==> config.mk <==
export PLATFORM = sky130hd
export DESIGN_NAME = psum_wb_ctrl
export DESIGN_NICKNAME = d
export VERILOG_FILES = /design/src/rtl/psum_wb_ctrl_pkg.sv /design/src/rtl/psum_wb_addr_gen.sv /design/src/rtl/psum_wb_ctrl.sv
export SDC_FILE = /design/constraint.sdc
export NUM_CORES = 1
export LEC_CHECK = 0
export CAP_MARGIN = 20
export CORE_MARGIN = 8
export CORE_UTILIZATION = 57
export CTS_CLUSTER_SIZE = 28
export DETAILED_ROUTE_END_ITERATION = 12
export PLACE_DENSITY = 0.85
export SLEW_MARGIN = 20
export SYNTH_ARGS = -nofsm -noshare
export SYNTH_HDL_FRONTEND = slang
export SYNTH_HIERARCHICAL = 1
export SYNTH_SLANG_ARGS = --single-unit
==> constraint.sdc <==
create_clock -name CLK -period 5.3 [get_ports CLK]
set_input_delay 1.06 -clock CLK [delete_from_list [all_inputs] [get_ports CLK]]
set_output_delay 1.06 -clock CLK [all_outputs]
set_load 0.005 [all_outputs]
==> src/rtl/psum_wb_ctrl_pkg.sv <==
`default_nettype none
// ============================================================================
//  Module  : psum_wb_ctrl_pkg
//  Purpose : Shared sizing constants and FSM state encoding for the
//            partial-sum write-back sequencer and its address generator.
//  Ports   : (package, no ports)
//  Revision: 1.0 - initial release
// ============================================================================
package psum_wb_ctrl_pkg;

  localparam int unsigned PE_COL      = 32;  // psum banks / PE columns
  localparam int unsigned BIT_ADDR    = 8;   // psum SRAM address width per bank
  localparam int unsigned BIT_PSUM    = 16;  // psum data width on the write-back path
  localparam int unsigned WB_LAT      = 3;   // issue beat -> datapath valid latency

  localparam int unsigned BIT_COL     = $clog2(PE_COL);     // column counter width
  localparam int unsigned BIT_COL_NUM = 6;                  // i_Col_Num width
  localparam int unsigned BIT_ROW_NUM = BIT_ADDR + 1;       // i_Row_Num width
  localparam int unsigned BIT_DRAIN   = $clog2(WB_LAT + 1); // drain counter width

  typedef enum logic [1:0] {
    ST_IDLE  = 2'd0,
    ST_ISSUE = 2'd1,
    ST_DRAIN = 2'd2
  } state_e;

endpackage
`default_nettype wire

==> src/rtl/psum_wb_addr_gen.sv <==
`default_nettype none
// ============================================================================
//  Module  : psum_wb_addr_gen
//  Purpose : Column-major column/row counter pair for the psum write-back
//            walk. Row advances every issued beat and wraps into the next
//            column after the last row. Also decodes the column into a
//            one-hot bank select and flags the final beat of the job.
//  Ports   : clk_i, rst_i      clock / async active-high reset
//            clr_i             zero both counters (job start)
//            adv_i             advance by one beat
//            col_num_i         latched number of columns (1..PE_COL)
//            row_num_i         latched rows per column (1..2^BIT_ADDR)
//            row_o             current row (bank read address)
//            onehot_o          one-hot decode of current column
//            last_o            current position is the job's final beat
//  Revision: 1.0 - initial release
// ============================================================================
module psum_wb_addr_gen
  import psum_wb_ctrl_pkg::*;
(
  input  logic                   clk_i,
  input  logic                   rst_i,
  input  logic                   clr_i,
  input  logic                   adv_i,
  input  logic [BIT_COL_NUM-1:0] col_num_i,
  input  logic [BIT_ROW_NUM-1:0] row_num_i,
  output logic [BIT_ADDR-1:0]    row_o,
  output logic [PE_COL-1:0]      onehot_o,
  output logic                   last_o
);

  logic [BIT_COL-1:0]  col_q, col_d;
  logic [BIT_ADDR-1:0] row_q, row_d;
  logic                w_row_wrap;
  logic                w_col_last;

  // Row counter is one bit narrower than row_num, so widen before comparing
  // (row_num may be exactly 2^BIT_ADDR).
  assign w_row_wrap = (BIT_ROW_NUM'(row_q) == (row_num_i - BIT_ROW_NUM'(1)));
  assign w_col_last = (BIT_COL_NUM'(col_q) == (col_num_i - BIT_COL_NUM'(1)));
  assign last_o     = w_row_wrap && w_col_last;

  assign row_o      = row_q;
  assign onehot_o   = {{(PE_COL-1){1'b0}}, 1'b1} << col_q;

  always_comb begin
    col_d = col_q;
    row_d = row_q;
    if (clr_i) begin
      col_d = '0;
      row_d = '0;
    end else if (adv_i) begin
      if (w_row_wrap) begin
        // On the final beat this steps past the last column; harmless,
        // the next accepted start clears it.
        row_d = '0;
        col_d = col_q + BIT_COL'(1);
      end else begin
        row_d = row_q + BIT_ADDR'(1);
      end
    end
  end

  always_ff @(posedge clk_i or posedge rst_i) begin
    if (rst_i) begin
      col_q <= '0;
      row_q <= '0;
    end else begin
      col_q <= col_d;
      row_q <= row_d;
    end
  end

endmodule
`default_nettype wire

==> src/rtl/psum_wb_ctrl.sv <==
`default_nettype none
// ============================================================================
//  Module  : psum_wb_ctrl
//  Purpose : Partial-sum write-back sequencer. Walks psum banks column-major,
//            one address per ready cycle, driving one-hot bank enable, read
//            address and issue valid into the write-back datapath; waits out
//            the datapath latency and pulses o_Done on its final beat.
//  Ports   : CLK, RST          clock / async active-high reset
//            i_Start           start pulse (IDLE only)
//            i_Col_Num         banks to drain, 1..PE_COL
//            i_Row_Num         entries per bank, 1..2^BIT_ADDR
//            i_WB_Ready        downstream accepts an issue beat this cycle
//            o_Psram_En        one-hot bank select, zero when not issuing
//            o_Psram_Addr      bank read address
//            o_Valid_WB_Psum   issue-beat valid
//            o_Busy            job in progress
//            o_Done            one-cycle completion pulse
//            o_Err             one-cycle illegal-configuration pulse
//  Revision: 1.0 - initial release
// ============================================================================
module psum_wb_ctrl
  import psum_wb_ctrl_pkg::*;
(
  input  logic                   CLK,
  input  logic                   RST,
  input  logic                   i_Start,
  input  logic [BIT_COL_NUM-1:0] i_Col_Num,
  input  logic [BIT_ROW_NUM-1:0] i_Row_Num,
  input  logic                   i_WB_Ready,
  output logic [PE_COL-1:0]      o_Psram_En,
  output logic [BIT_ADDR-1:0]    o_Psram_Addr,
  output logic                   o_Valid_WB_Psum,
  output logic                   o_Busy,
  output logic                   o_Done,
  output logic                   o_Err
);

  localparam logic [BIT_COL_NUM-1:0] C_COL_MAX = BIT_COL_NUM'(PE_COL);
  localparam logic [BIT_ROW_NUM-1:0] C_ROW_MAX = BIT_ROW_NUM'(1 << BIT_ADDR);
  localparam logic [BIT_DRAIN-1:0]   C_DRAIN_LOAD = BIT_DRAIN'(WB_LAT - 1);

  state_e                 state_q, state_d;
  logic [BIT_COL_NUM-1:0] col_num_q, col_num_d;
  logic [BIT_ROW_NUM-1:0] row_num_q, row_num_d;
  logic [BIT_DRAIN-1:0]   drain_q, drain_d;
  logic [PE_COL-1:0]      en_q, en_d;
  logic [BIT_ADDR-1:0]    addr_q, addr_d;
  logic                   valid_q, valid_d;
  logic                   busy_q, busy_d;
  logic                   done_q, done_d;
  logic                   err_q, err_d;

  logic                   w_cfg_bad;
  logic                   w_clr;
  logic                   w_adv;
  logic [BIT_ADDR-1:0]    w_row;
  logic [PE_COL-1:0]      w_onehot;
  logic                   w_last;

  // Row counts above 2^BIT_ADDR cannot be addressed and are rejected too.
  assign w_cfg_bad = (i_Col_Num == '0) || (i_Col_Num > C_COL_MAX) ||
                     (i_Row_Num == '0) || (i_Row_Num > C_ROW_MAX);

  psum_wb_addr_gen u_addr_gen (
    .clk_i     (CLK),
    .rst_i     (RST),
    .clr_i     (w_clr),
    .adv_i     (w_adv),
    .col_num_i (col_num_q),
    .row_num_i (row_num_q),
    .row_o     (w_row),
    .onehot_o  (w_onehot),
    .last_o    (w_last)
  );

  always_comb begin
    state_d   = state_q;
    col_num_d = col_num_q;
    row_num_d = row_num_q;
    drain_d   = drain_q;
    addr_d    = addr_q;
    busy_d    = busy_q;
    en_d      = '0;
    valid_d   = 1'b0;
    done_d    = 1'b0;
    err_d     = 1'b0;
    w_clr     = 1'b0;
    w_adv     = 1'b0;

    unique case (state_q)
      ST_IDLE: begin
        if (i_Start) begin
          if (w_cfg_bad) begin
            err_d = 1'b1;
          end else begin
            col_num_d = i_Col_Num;
            row_num_d = i_Row_Num;
            w_clr     = 1'b1;
            busy_d    = 1'b1;
            state_d   = ST_ISSUE;
          end
        end
      end

      ST_ISSUE: begin
        // A stall drops valid/enable but keeps the last address on the bus.
        if (i_WB_Ready) begin
          valid_d = 1'b1;
          en_d    = w_onehot;
          addr_d  = w_row;
          w_adv   = 1'b1;
          if (w_last) begin
            drain_d = C_DRAIN_LOAD;
            state_d = ST_DRAIN;
          end
        end
      end

      ST_DRAIN: begin
        // Counter hits zero on the cycle the datapath emits the last beat.
        if (drain_q == '0) begin
          done_d  = 1'b1;
          busy_d  = 1'b0;
          state_d = ST_IDLE;
        end else begin
          drain_d = drain_q - BIT_DRAIN'(1);
        end
      end

      default: begin
        state_d = ST_IDLE;
      end
    endcase
  end

  always_ff @(posedge CLK or posedge RST) begin
    if (RST) begin
      state_q   <= ST_IDLE;
      col_num_q <= '0;
      row_num_q <= '0;
      drain_q   <= '0;
      en_q      <= '0;
      addr_q    <= '0;
      valid_q   <= 1'b0;
      busy_q    <= 1'b0;
      done_q    <= 1'b0;
      err_q     <= 1'b0;
    end else begin
      state_q   <= state_d;
      col_num_q <= col_num_d;
      row_num_q <= row_num_d;
      drain_q   <= drain_d;
      en_q      <= en_d;
      addr_q    <= addr_d;
      valid_q   <= valid_d;
      busy_q    <= busy_d;
      done_q    <= done_d;
      err_q     <= err_d;
    end
  end

  assign o_Psram_En      = en_q;
  assign o_Psram_Addr    = addr_q;
  assign o_Valid_WB_Psum = valid_q;
  assign o_Busy          = busy_q;
  assign o_Done          = done_q;
  assign o_Err           = err_q;

endmodule
`default_nettype wire
# Yosys cells after proc, flatten, opt, wreduce, memory -nomap -nowiden
# Index checks and enable logic that the tools add are counted.
# Widths: inputs -> output; s select.
# op_classes
addsub,5
magnitude_cmp,2
eq_ne,10
n_shift,1
mux,30
n_bitwise,1
reduce_logical,18
# ops
cell,count
$mux 32,2
$shl 1x5->32 const A,1
$mux 8,3
$mux 5,3
$mux 1,13
$mux 2,6
$ne 2x2->1 const B,5
$eq 8x9->1,1
$gt 9x9->1 const B,1
$logic_not 9->1,1
$sub 9x1->9 const B,1
$add 8x1->8 const B,1
$reduce_and 4->1,2
$reduce_bool 2->1,4
$eq 5x6->1,1
$gt 6x6->1 const B,1
$logic_not 6->1,1
$pmux 2 s3,1
$sub 6x1->6 const B,1
$add 5x1->5 const B,1
$reduce_and 5->1,1
$logic_not 2->1,2
$pmux 2 s2,1
$reduce_and 2->1,2
9 further kinds,11
# word_totals
regBits,76
input_bits,19
output_inout_bits,44
elab_cells,79

# Logic depth before layout (Yosys ltp)
# Gate-level depths: netlist of run 1.
# logic_depth
ltp_word,9
depth_mapped,11

# Modules after synthesis
# Netlist of run 1, hierarchy kept.
# by_module_without_submodules
mod,n_inst,cells_per_inst,area_per_inst_um2,seq_area_each_um2
psum_wb_ctrl,1,153,2278.4,1576.5
psum_wb_addr_gen,1,186,1425.1,325.3

# Least setup slack after synthesis of run 1
# OpenSTA, ideal clock, no wires.
# synth_timing
path_kind,input-to-reg
from,input port i_Col_Num[1]
to,register u_addr_gen.col_q[3]
setup_ns,0.120
arrival_ns,2.750
required_time_ns,5.180
setup_slack_ns,2.431
cell_stages,10
path_cell_list,or3_1 nor3_2 xnor2_1 and3b_1 buf_6 buf_12 clkbuf_1 nand2b_1 a21oi_1 a31o_1
# synth_via
elab_chain_len,9
elab_cells_between_ends,12
# synth_lines
element,line_no,text
start: declaration,psum_wb_ctrl.sv:27,"input logic [BIT_COL_NUM-1:0] i_Col_Num,"
$gt 6x6->1 or $logic_not 6->1 (tied branches),psum_wb_ctrl.sv:61,assign w_cfg_bad = (i_Col_Num == '0) || (i_Col_Num > C_COL_MAX) ||
$logic_or 1x1->1 * (2 in a row),psum_wb_ctrl.sv:61,
$logic_or 1x1->1 *,psum_wb_ctrl.sv:62,(i_Row_Num == '0) || (i_Row_Num > C_ROW_MAX);
$mux 1 *,psum_wb_ctrl.sv:93,if (w_cfg_bad) begin
$mux 1 *,psum_wb_ctrl.sv:92,if (i_Start) begin
$mux 1 *,psum_wb_ctrl.sv:90,unique case (state_q)
via w_clr,psum_wb_ctrl.sv:54,logic w_clr;
$reduce_bool 2->1 (no line),--,
$reduce_and 2->1 (no line),--,
end signal: assignment,psum_wb_addr_gen.sv:69,col_q <= col_d;
end: declaration,psum_wb_addr_gen.sv:32,"logic [BIT_COL-1:0] col_q, col_d;"
# The timed path passes the listed nets; every way through them passes the cells marked *.
# A chain may end at the register's enable or synchronous reset.

# Final worst setup path of run 1
# layout_timing
from,input port i_Col_Num[1]
to,register u_addr_gen.row_q[7] (netlist: u_addr_gen/row_o[7])
# layout_via
elab_chain_len,8
elab_cells_between_ends,10
# layout_lines
element,line_no,text
$gt 6x6->1 or $logic_not 6->1 (tied branches),psum_wb_ctrl.sv:61,
$logic_or 1x1->1 * (2 in a row),psum_wb_ctrl.sv:61,
$logic_or 1x1->1 *,psum_wb_ctrl.sv:62,
$mux 1 *,psum_wb_ctrl.sv:93,
$mux 1 *,psum_wb_ctrl.sv:92,
$mux 1 *,psum_wb_ctrl.sv:90,
$mux 8 or $reduce_bool 2->1 (tied branches),--,
end signal: assignment,psum_wb_addr_gen.sv:70,row_q <= row_d;
end: declaration,psum_wb_addr_gen.sv:33,"logic [BIT_ADDR-1:0] row_q, row_d;"
# Mark *: on every way between the ends. The rest lies on a longest branch, timed or not.

==> results of run 1 <==
==> kinds of logic (layout without fill, tap and decap cells) <==
family                   after synthesis  in the layout  share of synthesized area, %
AO/OA/AOI/OAI                         28             28                         6.082
XOR/XNOR                              25             25                         5.912
adder cells (fa/ha/maj)               10             10                         3.378
buffers and inverters                 31             98                         4.020
flip-flops                            76             76                         51.35
multiplexers                          25             25                         8.243
AND/OR/NAND/NOR                      144            144                         21.01
==> metrics by stage <==
step                      hold slack, ns  setup WS [ns]  power [mW]
after CTS                         0.5224          2.214       1.941
final                             0.5164          2.216       1.924
after floorplan                   0.4811          2.431       1.273
after global routing              0.5395          2.040       2.044
after global placement            0.4890          1.880       1.419
after detailed placement          0.5049          1.843       1.453
==> flip-flops by register name, summed over array words and instances (netlist names) <==
signal and cells:
col_num_q 6, drain_q 2, o_Busy 1, o_Done 1, o_Err 1, o_Psram_Addr 8
o_Psram_En 32, o_Valid_WB_Psum 1, row_num_q 9, state_q 2, u_addr_gen/col_q 5, u_addr_gen/row_o 8
==> final timing paths <==
check	start	endpoint	cells after the start
setup / recovery	i_Col_Num[1]	u_addr_gen/row_o[7]	10
hold / removal	o_Psram_Addr[6]	o_Psram_Addr[6]	1
setup reg to reg	row_num_q[0]	state_q[0]	9
hold reg to reg	o_Psram_Addr[6]	o_Psram_Addr[6]	1
max in group asynchronous	RST	o_Psram_Addr[7]	3
min in group asynchronous	RST	col_num_q[1]	2
==> Yosys cell counts, types with 3 or more instances <==
library cell	instances	area share (%)
and3_1	5	0.84
xnor2_1	16	3.8
inv_1	17	1.7
ha_1	10	3.4
dfrtp_1	76	51
mux2_4	7	2.8
clkbuf_1	10	1.0
and2_1	32	5.4
xor2_1	9	2.1
nand2b_1	4	0.68
mux2_2	16	4.9
nor2_1	44	4.5
nand2_1	19	1.9
a21oi_1	10	1.4
nor3_1	8	1.1
nor2_2	6	1.0
a211oi_1	3	0.61
nor4_1	4	0.68
==> layout make-up <==
class                      instances  area (um2)  share of cell area (%)
clock inverter                     6       87.58                   1.915
timing repair buffer              65       643.1                   14.06
tap                               77       96.34                   2.107
inverter                          17       63.81                   1.395
sequential                        76        1902                   41.59
multi-input combinational        232        1653                   36.14
clock buffer                      10       127.6                   2.791
==> layer usage <==
metal / routed length, um / part of all wire, %
met4: 155 / 2.0
met1: 3327 / 43
met2: 3994 / 51
met3: 303 / 3.9
met5: 0 / 0
==> report_power, final <==
| part | internal [mW] | switching [mW] | total [mW] | leakage [nW] |
|---|---|---|---|---|
| clock | 0.266 | 0.213 | 0.479 | 0.111 |
| combinational | 0.326 | 0.272 | 0.598 | 0.909 |
| sequential | 0.688 | 0.159 | 0.847 | 1.00 |
| total | 1.28 | 0.644 | 1.92 | 2.02 |
==> metrics.md, run 1 <==
| Metric | Value |
|---|---|
| Synthesized area | `roughly 3700 um2` |
| Postcts setup bufs | `0` |
| Largest net degree at the start of global routing | `49` |
| First-pass iteration count of the detailed router | `4` |
| Distinct cells, synth | `52` |
| Synth Area per Inst | `10.92 um2` |
| Power density over cell area | `roughly 420 nW/um2` |
| Grt met3 use | `roughly 3.3%` |
| Met1 usage | `20.21%` |
| Crit path max fanout | `13` |
| Maximum VDD drop | `0.0003207 V` |
| Met2 Use GR | `28.70%` |
| DR vias/cell | `5.383` |
| Root Buffer | `clkbuf_8` |
| Yosys reg bits | `76` |
| Die Height | `about 97 um` |
| Most frequent cells in the layout | `dfrtp_1 (76), clkdlybuf4s50_1 (62), nor2_1 (44)` |
| Crit path largest cell delay | `0.47 ns` |
| Total gr overflow | `0` |
| Final TNS setup | `0 ns` |
| Initial antenna violation count | `0` |
| Most common cell after layout, fill and taps aside | `dfrtp_1` |
| Number of max-cap violations | `0` |
| Area of the core | `6314 um2` |
| CP startpoint kind | `primary input` |
| Placed inst area | `about 4400 um2` |
| Final core area utilization | `about 72%` |
| CTS resizes | `0` |
| Detailed Place HPWL | `5.671 mm` |
| Vias in the first global route | `2747` |
| DRC | `0` |
| Num CTS Buffers | `9` |
| Clk Latency, worst-skew pair | `0.35 ns` |
| Worst slew pin tran | `about 0.51 ns` |
| # rows | `29` |
| Global-route wire length before repair | `13.14 mm` |
| GPL Wtd Cong | `0.7989` |
| Clock Path Buffers | `2` |
| Die outline width | `96.61 um` |
| YS warnings | `6` |
| Detail Route Antenna Nets | `0` |
| Crit-path slowest cell | `and3b_1` |
| Syn Inst Count | `roughly 340` |
| IO buf count | `62` |
| Syn Nets | `368` |
| Synth-to-Final Area Change | `23.48%` |
| Post-synthesis sequential area ratio | `just over 50%` |
| Drt first-iter violations | `~160` |
| TritonCTS clock tree | `built` |
| Fmax | `324.3 MHz` |
| Hold Vio Cnt, Final | `0` |
| Hold crit path type | `register to register` |
| WL per Instance | `around 16 um` |
| Min Tclk post-route | `3.084 ns` |
| Cell Chain, Critical Path | `clkdlybuf4s50_1 > or3_1 > nor3_2 > xnor2_1 > and3b_1 > o2111ai_1 > nor2_1 > nand3_1 > xor2_1 > nor2_2` |
| Layer with the highest usage | `met2` |
| H-tree depth | `3` |
| Via count | `2600` |
| Worst relative slew slack | `65.87%` |
| Critical Path Sink Type | `register` |
| CTS Hold Bufs | `0` |
| Routed WL | `a little under 8 mm` |
| Outcome | `finished, final reports clean` |
| Share of cells above drive strength 1 | `14.78%` |
| EDFF count, synth | `0` |
| Arr. time, crit path | `3.32 ns` |
| Post-Layout Cell Count | `about 480` |
| Max Slew Vio Count | `0` |
| Fillers | `469` |
| Initial core utilization | `58.66%` |
| Post-synthesis async set-or-reset flop share | `100.0%` |
| Crit Path Class | `primary input to register` |
| Synth Flop Type | `dfrtp_1` |
| CTS Sinks | `76` |
| ANT cells | `0` |
| Max Clock Skew | `0.007932 ns` |
| Kind of cell adding the most delay to the critical path | `simple AND/OR/NAND/NOR gates` |
| I/O Pins | `63` |
| Die area | `approximately 9300 um2` |
| RSZ-0062 raised after global routing | `false` |
| WP buf/inv | `1` |
| Design area | `4573 um2` |
| GRT Total Usage | `17.11%` |
| Cells after DPL | `467` |
| Period utilization | `58.19%` |
| Fin nets | `430` |
| Crit path required time | `between 5 and 6 ns` |
| Final setup violation count | `0` |
| Leakage | `2.022 nW` |
| R2R setup slack | `2.57 ns` |
| Reg clk slew, reported paths | `roughly 0.080 ns` |
Note: power is estimated with default switching activity, not from simulation.
==> inputs of run 2 (changes only) <==
--- a/config.mk
+++ b/config.mk
@@ -7,10 +7,10 @@
 export LEC_CHECK = 0
 export CAP_MARGIN = 20
 export CORE_MARGIN = 8
-export CORE_UTILIZATION = 57
+export CORE_UTILIZATION = 48
 export CTS_CLUSTER_SIZE = 28
 export DETAILED_ROUTE_END_ITERATION = 12
-export PLACE_DENSITY = 0.85
+export PLACE_DENSITY = 0.76
 export SLEW_MARGIN = 20
 export SYNTH_ARGS = -nofsm -noshare
 export SYNTH_HDL_FRONTEND = slang
==> constraint.sdc (replaced) <==
create_clock -name CLK -period 2.6 [get_ports CLK]
set_input_delay 0.52 -clock CLK [delete_from_list [all_inputs] [get_ports CLK]]
set_output_delay 0.52 -clock CLK [all_outputs]
set_load 0.005 [all_outputs]
==> metrics.md, run 2 (synthesis gave the netlist of run 1 again) <==
| Metric | Value |
|---|---|
| Share of cells above drive strength 1 | `17.66%` |
| GRT Total Usage | `14.11%` |
| Synth-to-Final Area Change | `28.11%` |
| Clk Latency, worst-skew pair | `0.34 ns` |
| Most frequent cells in the layout | `dfrtp_1 (76), clkdlybuf4s50_1 (62), nor2_1 (44)` |
| Vias in the first global route | `~2700` |
| Worst slew pin tran | `0.5112 ns` |
| Die area | `10780 um2` |
| First-pass iteration count of the detailed router | `4` |
| Number of max-cap violations | `0` |
| Clock Path Buffers | `2` |
| Net load switching power | `1.323 mW` |
| Final TNS setup | `0 ns` |
| Reg clk slew, reported paths | `0.08 ns` |
| ANT cells | `0` |
| Critical Path Sink Type | `register` |
| Area of the core | `7607 um2` |
| DR vias/cell | `between 4 and 5` |
| CTS Hold Bufs | `0` |
| Hold crit path type | `primary input to asynchronous set/reset pin` |
| Largest register FFs | `32` |
| Worst relative slew slack | `65.88%` |
| Drt first-iter violations | `51` |
| Largest net degree at the start of global routing | `47` |
| Min Tclk post-route | `2.373 ns` |
| DRC | `0` |
| Total gr overflow | `0` |
| Most common cell after layout, fill and taps aside | `dfrtp_1` |
| Final setup violation count | `0` |
| Fin nets | `443` |
| CTS Sinks | `76` |
| IO buf count | `just over 60` |
| Via count | `about 2600` |
| # rows | `32` |
| Power density over cell area | `861.7 nW/um2` |
| Fmax | `approximately 420 MHz` |
| Maximum VDD drop | `about 0.0006 V` |
| Placed inst area | `4499 um2` |
| Final core area utilization | `62.37%` |
| Initial antenna violation count | `0` |
| CTS resizes | `0` |
| Period utilization | `91.27%` |
| Root Buffer | `clkbuf_8` |
| Detail Route Antenna Nets | `0` |
| Initial core utilization | `between 40% and 50%` |
| Global-route wire length before repair | `12.86 mm` |
| Clock share of power | `26.4%` |
| I/O Pins | `63` |
| Die Height | `around 100 um` |
| Max Slew Vio Count | `0` |
| Outcome | `finished, final reports clean` |
| Crit path max fanout | `3` |
| Detailed Place HPWL | `5.560 mm` |
| Arr. time, crit path | `2.59 ns` |
| Switching Share | `32.36%` |
| Num CTS Buffers | `9` |
| Design area | `4745 um2` |
| WL per Instance | `14.28 um` |
| RSZ-0062 raised after global routing | `false` |
| Crit path required time | `2.82 ns` |
| Routed WL | `7.439 mm` |
| Max Clock Skew | `0.006110 ns` |
| CP startpoint kind | `primary input` |
| H-tree depth | `3` |
| Crit Path Class | `primary input to register` |
| Fin Hold WS | `0.5084 ns` |
| Hold Vio Cnt, Final | `0` |
| Leakage | `roughly 2.1 nW` |
| Postcts setup bufs | `0` |
| GPL Wtd Cong | `0.8194` |
| Combinational Power Share | `32.8%` |
| Reg power frac | `40.8%` |
| TritonCTS clock tree | `built` |
| Int Pwr | `2.765 mW` |
| Die outline width | `103.8 um` |
| Total Power | `4.088 mW` |
-- run 2: routing by layer --
metal	vias to the layer above	track usage [%]	part of all wire, %
met5	-	0	0
met4	0	3.723	1.2
met3	9	4.895	6.0
met2	64	24.11	50
met1	1260	16.47	43
li1	1269	-	-
-- run 2: worst paths after layout --
kind                                  from             endpoint  slack [ns]  cells past startpoint
max in group asynchronous              RST         col_num_q[3]        1.54                      3
setup / recovery              i_Col_Num[1]  u_addr_gen/row_o[7]        0.23                     10
hold reg to reg            o_Psram_Addr[0]      o_Psram_Addr[0]        0.51                      1
hold / removal                         RST      o_Psram_Addr[0]        0.51                      2
min in group CLK           o_Psram_Addr[0]      o_Psram_Addr[0]        0.51                      1
setup reg to reg              row_num_q[1]  u_addr_gen/row_o[3]        0.25                      8
-- run 2: area by class of cell --
| type | count | area (um2) |
|---|---|---|
| well taps | 102 | 127.6 |
| clock inverters | 7 | 121.4 |
| repair buffers | 78 | 753.2 |
| inverters | 17 | 63.81 |
| clock buffers | 9 | 123.9 |
| multi-input cells | 232 | 1653 |
| flip-flops and latches | 76 | 1902 |
| fillers | 636 | 2863 |
-- run 2: critical path, cell delays in order --
cell and delay, ns:
clkdlybuf4s50_1 0.42, or3_1 0.39, nor3_2 0.13, xnor2_1 0.15
and3b_1 0.25, o2111ai_1 0.17, nor2_1 0.18, nand3_1 0.13
xor2_1 0.19, nor2_2 0.05
-- run 2: power by group through the flow --
stage	registers (mW)	clock network [mW]	logic, mW
3_5_place_dp	1.69	0	1.34
5_1_grt	1.70	1.16	1.48
6_report	1.67	1.08	1.34
2_1_floorplan	1.65	0	0.946
3_3_place_gp	1.68	0	1.30
4_1_cts	1.66	1.11	1.35
-- run 2: per-stage QoR --
| step | cells | worst slack (ns) |
|---|---|---|
| after floorplan | 339 | 0.2707 |
| after global placement | 505 | -0.02690 |
| after detailed placement | 505 | -0.1044 |
| after CTS | 521 | 0.2496 |
| after global routing | 521 | 0.01825 |
| final | 521 | 0.2269 |
==> inputs of run 3 (changes only) <==
--- a/config.mk
+++ b/config.mk
@@ -10,6 +10,7 @@
 export CORE_UTILIZATION = 48
 export CTS_CLUSTER_SIZE = 28
 export DETAILED_ROUTE_END_ITERATION = 12
+export GPL_TIMING_DRIVEN = 0
 export PLACE_DENSITY = 0.76
 export SLEW_MARGIN = 20
 export SYNTH_ARGS = -nofsm -noshare
==> metrics.md, run 3 (synthesis gave the netlist of run 1 again) <==
| Metric | Value |
|---|---|
| Outcome | `finished, final reports clean` |
| Combinational Power Share | `between 30% and 40%` |
| GPL Wtd Cong | `0.8606` |
| DR vias/cell | `4.937` |
| CP startpoint kind | `primary input` |
| DP Worst Slack | `-0.6394 ns` |
| Synth-to-Final Area Change | `28.21%` |
| Fin Hold WS | `0.4733 ns` |
| Cell Chain, Critical Path | `clkdlybuf4s50_1 > and3_1 > clkbuf_4 > inv_1 > a2111oi_4 > or2_1 > buf_6 > nor2_2` |
| Cells after DPL | `504` |
| Max Clock Skew | `0.008260 ns` |
| Fin nets | `445` |
| Power density over cell area | `823.6 nW/um2` |
| Switching Share | `34.86%` |
| Share of cells above drive strength 1 | `17.81%` |
| Global-route wire length before repair | `about 13 mm` |
| Crit path largest cell delay | `0.52 ns` |
| Clk Latency, worst-skew pair | `0.35 ns` |
| Crit-path slowest cell | `a2111oi_4` |
| Maximum VDD drop | `0.0005171 V` |
| Period utilization | `96.48%` |
| Die area | `between 10000 and 15000 um2` |
| Post-Layout Cell Count | `523` |
| Die outline width | `around 100 um` |
| Reg power frac | `43.8%` |
| Detail Route Antenna Nets | `0` |
| Drt first-iter violations | `84` |
| WL per Instance | `14.28 um` |
| Int Pwr | `2.547 mW` |
| Critical Path Sink Type | `register` |
| Crit path max fanout | `17` |
| Detailed Place HPWL | `5.516 mm` |
| Fmax | `approximately 400 MHz` |
| ANT cells | `0` |
| Crit Path Class | `primary input to register` |
| Die Height | `approximately 100 um` |
| Initial core utilization | `48.68%` |
| Via count | `~2600` |
| Final core area utilization | `62.42%` |
| Hold crit path type | `primary input to asynchronous set/reset pin` |
| Leakage | `2.070 nW` |
| Max Slew Vio Count | `0` |
| IO buf count | `62` |
| RSZ-0062 raised after global routing | `true` |
| TritonCTS clock tree | `built` |
| Total gr overflow | `0` |
| Final setup violation count | `0` |
| Most common cell after layout, fill and taps aside | `dfrtp_1` |
| Worst relative slew slack | `64.00%` |
| Crit path required time | `2.85 ns` |
| First-pass iteration count of the detailed router | `4` |
| Clock share of power | `around a quarter` |
| Clock Path Buffers | `2` |
| Initial antenna violation count | `0` |
| CTS Hold Bufs | `0` |
| Arr. time, crit path | `2.76 ns` |
| Root Buffer | `clkbuf_8` |
| # rows | `32` |
| Total Power | `3.911 mW` |
| Most frequent cells in the layout | `dfrtp_1 (75), clkdlybuf4s50_1 (62), nor2_1 (43)` |
| Largest net degree at the start of global routing | `45` |
| Reg clk slew, reported paths | `approximately 0.080 ns` |
| DRC | `0` |
| Routed WL | `7.468 mm` |
| Worst slew pin tran | `0.5393 ns` |
| I/O Pins | `63` |
| Number of max-cap violations | `0` |
| Min setup slack post-route | `0.09144 ns` |
| Largest register FFs | `32` |
| Placed inst area | `about 4500 um2` |
| Final TNS setup | `0 ns` |
| Area of the core | `7607 um2` |
| Vias in the first global route | `2680` |
| Net load switching power | `between 1 and 1.5 mW` |
| Design area | `4748 um2` |
| CTS Sinks | `76` |
| H-tree depth | `3` |
| Num CTS Buffers | `9` |
| Min Tclk post-route | `2.509 ns` |
| GRT Total Usage | `between 10% and 20%` |
| Hold Vio Cnt, Final | `0` |
[run 3: critical path, delay by kind of cell]
family	cells	cell delay [ns]
buffers and inverters	4	1.10
AND/OR/NAND/NOR	3	0.61
AO/OA/AOI/OAI	1	0.52
[run 3: final timing paths]
check,startpoint,endpoint,slack (ns),depth (start not counted)
setup reg to reg,row_num_q[1],u_addr_gen/row_o[4],0.15,10
max in group asynchronous,RST,col_num_q[2],1.62,3
setup / recovery,i_WB_Ready,u_addr_gen/row_o[4],0.09,8
min in group CLK,o_Psram_Addr[2],o_Psram_Addr[2],0.51,1
hold reg to reg,o_Psram_Addr[2],o_Psram_Addr[2],0.51,1
hold / removal,RST,o_Psram_Addr[1],0.47,2
[run 3: cell type report]
type,instances,area (um2)
buffer,13,86.33
clock buffer,9,123.9
inverter,17,66.31
tap,102,127.6
multi-input combinational,232,1688
clock inverter,7,82.58
sequential,76,1903
fill,655,2859
timing repair buffer,67,670.6
[run 3: power by group through the flow]
stage | logic [mW] | clock network, mW | registers [mW]
2_1_floorplan | 0.946 | 0 | 1.65
3_3_place_gp | 1.20 | 0 | 1.72
3_5_place_dp | 1.24 | 0 | 1.73
4_1_cts | 1.27 | 0.955 | 1.71
5_1_grt | 1.39 | 1.00 | 1.75
6_report | 1.27 | 0.934 | 1.71
[run 3: what timing repair did]
item / 4_1_cts / 5_1_grt
setup endpoints to repair: 14 / 13
buffers inserted: 1 / 3
resized for setup: 4 / 7
pin swaps: 2 / 5
endpoints found under the hold margin: 0 / 0
[run 3: per-layer routing]
layer | global-route usage [%] | share of wire [%] | wire [um]
met1 | 17.39 | 45 | 3344
met2 | 23.42 | 48 | 3566
met3 | 4.833 | 5.5 | 411
met4 | 6.101 | 2.0 | 146
met5 | 0 | 0 | 0
==> variant, RTL diff (settings of run 2) <==
Put one more register stage on the output `o_Err`, cleared by the reset. The value now appears one clock later. The other outputs are not delayed to match. Comments in the files are not updated.
--- a/src/rtl/psum_wb_ctrl.sv
+++ b/src/rtl/psum_wb_ctrl.sv
@@ -164,7 +164,13 @@
   assign o_Valid_WB_Psum = valid_q;
   assign o_Busy          = busy_q;
   assign o_Done          = done_q;
-  assign o_Err           = err_q;
+  always_ff @(posedge CLK or posedge RST) begin
+    if (RST) begin
+      o_Err <= '0;
+    end else begin
+      o_Err <= err_q;
+    end
+  end
 
 endmodule
 `default_nettype wire
Function: changed (Yosys sat finds a counterexample within 4 cycles, from zero or initial values and one cycle with RST high).
==> variant against run 2 <==
  * Highest routed layer unchanged
  * Utilization decreased by 0.099 points
  * Sequential share of layout area is 0.59 points higher
  * Largest power group unchanged
  * Die area rose by 0.57%
  * Count of clock-buffer cells in the layout stayed put
  * First-iteration DRC count is the same
  * Cell area decreased by 0.16%
  * Synthesized area up 0.68%
  * Largest cell class unchanged
  * Critical path type is now reg -> reg
  * Total power decreased by 3.8%
  * Sequential cell count increased by 1
  * Fmax shrank 0.44%
  * Wire length fell by 1.0%
  * Setup slack worse by 0.010 ns
==> variant: results (changes against run 2) <==
detailed_routing:
  drtPass1Iterations: 6  # was 4
  viasPerCell: 4.90  # was 4.99
  wl_per_cell_um: 14.1  # was 14.3 um
  drt_iter0_drc: 51  # unchanged
  routed_wl_mm: 7.36  # was 7.44 mm
pwr:
  power_leakage_uw: 0.00210  # was 0.00211 uW
  peakVddDrop_mv: 0.423  # was 0.591 mV
timing:
  finClkSkew_ns: 0.0123  # was 0.00611 ns
  slew_headroom: 0.662  # was 0.659
  holdWs_ns: 0.357  # was 0.508 ns
clock_tree:
  path_clk_slew_ns: 0.08  # about the same
  worst_skew_pair.late_latency_ns: 0.36  # was 0.34 ns
synth:
  synth_common_cells: "dfrtp_1, nor2_1, and2_1, nand2_1, inv_1"  # unchanged
  avgSynthCellArea_um2: 11.0  # was 10.9 um2
  synth-adder-area-share: 0.0336  # was 0.0338
  synth-async-reset-ratio: 1.00  # unchanged
  synth_nets: 369  # was 368
  synthTopCellsByArea: "dfrtp_1, and2_1, mux2_2"  # unchanged
  muxShareOfSynthArea: 0.0819  # was 0.0824
  synth-compound-area-share: 0.0604  # was 0.0608
  synthXorXnorAreaFrac: 0.0587  # was 0.0591
  synth_seq_area_share: 0.517  # was 0.514
critical_path:
  r2r_slack_ns: 0.22  # was 0.25 ns
  timing.rr.end: "state_q[0]"  # was u_addr_gen/row_o[3]
  cp_max_fo: 9  # was 3
  arrival_ns: 2.63  # was 2.59 ns
  r2r_start: "row_num_q[0]"  # was row_num_q[1]
  rr_worst_depth: 9  # was 8
global_route:
  grt_use_total: 0.146  # was 0.141
  grt_max_degree: 34  # was 47
  grt_pass1_vias: 2609  # was 2686
  grt_pass1_wl_mm: 13.0  # was 12.9 mm
min_path:
  hp-class: "reg -> reg"  # was in -> async
place:
  dp_hpwl_mm: 5.60  # was 5.56 mm
  pre_cts_slack_ns: -0.0863  # was -0.104 ns
  gp_congestion: 0.836  # was 0.819
  dpl-instance-area_um2: 4530  # was 4500 um2
  dp.cells: 507  # was 505
status:
  status: "finished, final reports clean"  # unchanged
cells_and_area:
  drive_above_1_share: 0.178  # was 0.177
  layout.nets: 445  # was 443
==> variant: cell types whose count changed after synthesis <==
cell	delta
dfrtp_1	+1
==> variant: worst max path at each step <==
stage                               end  slack [ns]         start  cells after the start
floorplan           u_addr_gen/col_q[3]        0.27  i_Col_Num[1]                     10
global placement           col_num_q[1]       -0.04  i_Col_Num[1]                      7
detailed placement         row_num_q[7]       -0.09  i_Col_Num[1]                      7
CTS                          state_q[0]        0.22  row_num_q[0]                      9
global route                 drain_q[1]        0.06  row_num_q[0]                     10
finish                       state_q[0]        0.22  row_num_q[0]                      9
==> variant: power by group <==
part           internal (uW)  leakage (uW)  switching [uW]
clock                    456      0.000101             466
sequential              1420       0.00102             262
combinational            721      0.000983             610
total                   2600       0.00210            1340
==> variant: critical path: stages (launching register included) <==
cell and delay (ns):
dfrtp_1 0.39, inv_1 0.06, ha_1 0.33, nand4bb_1 0.14, a211oi_1 0.26, nand4b_1 0.23
a211oi_2 0.30, and3_1 0.25, nand2_1 0.07, a31o_2 0.24
==> variant: cell type report <==
type / instances / area (um2)
Sequential cell: 77 / 1930
Tap cell: 102 / 128
Inverter: 17 / 63.8
Clock inverter: 7 / 81.3
Clock buffer: 9 / 124
Fill cell: 638 / 2870
Timing Repair Buffer: 79 / 761
Multi-Input combinational cell: 232 / 1650
==> variant: per-layer routing <==
| metal | GRT usage | vias up | share of wire |
|---|---|---|---|
| met3 | 0.0533 | 9 | 0.054 |
| met1 | 0.177 | 1219 | 0.45 |
| met4 | 0.0476 | 0 | 0.013 |
| met2 | 0.235 | 60 | 0.48 |
| li1 | - | 1275 | - |
| met5 | 0 | - | 0 |
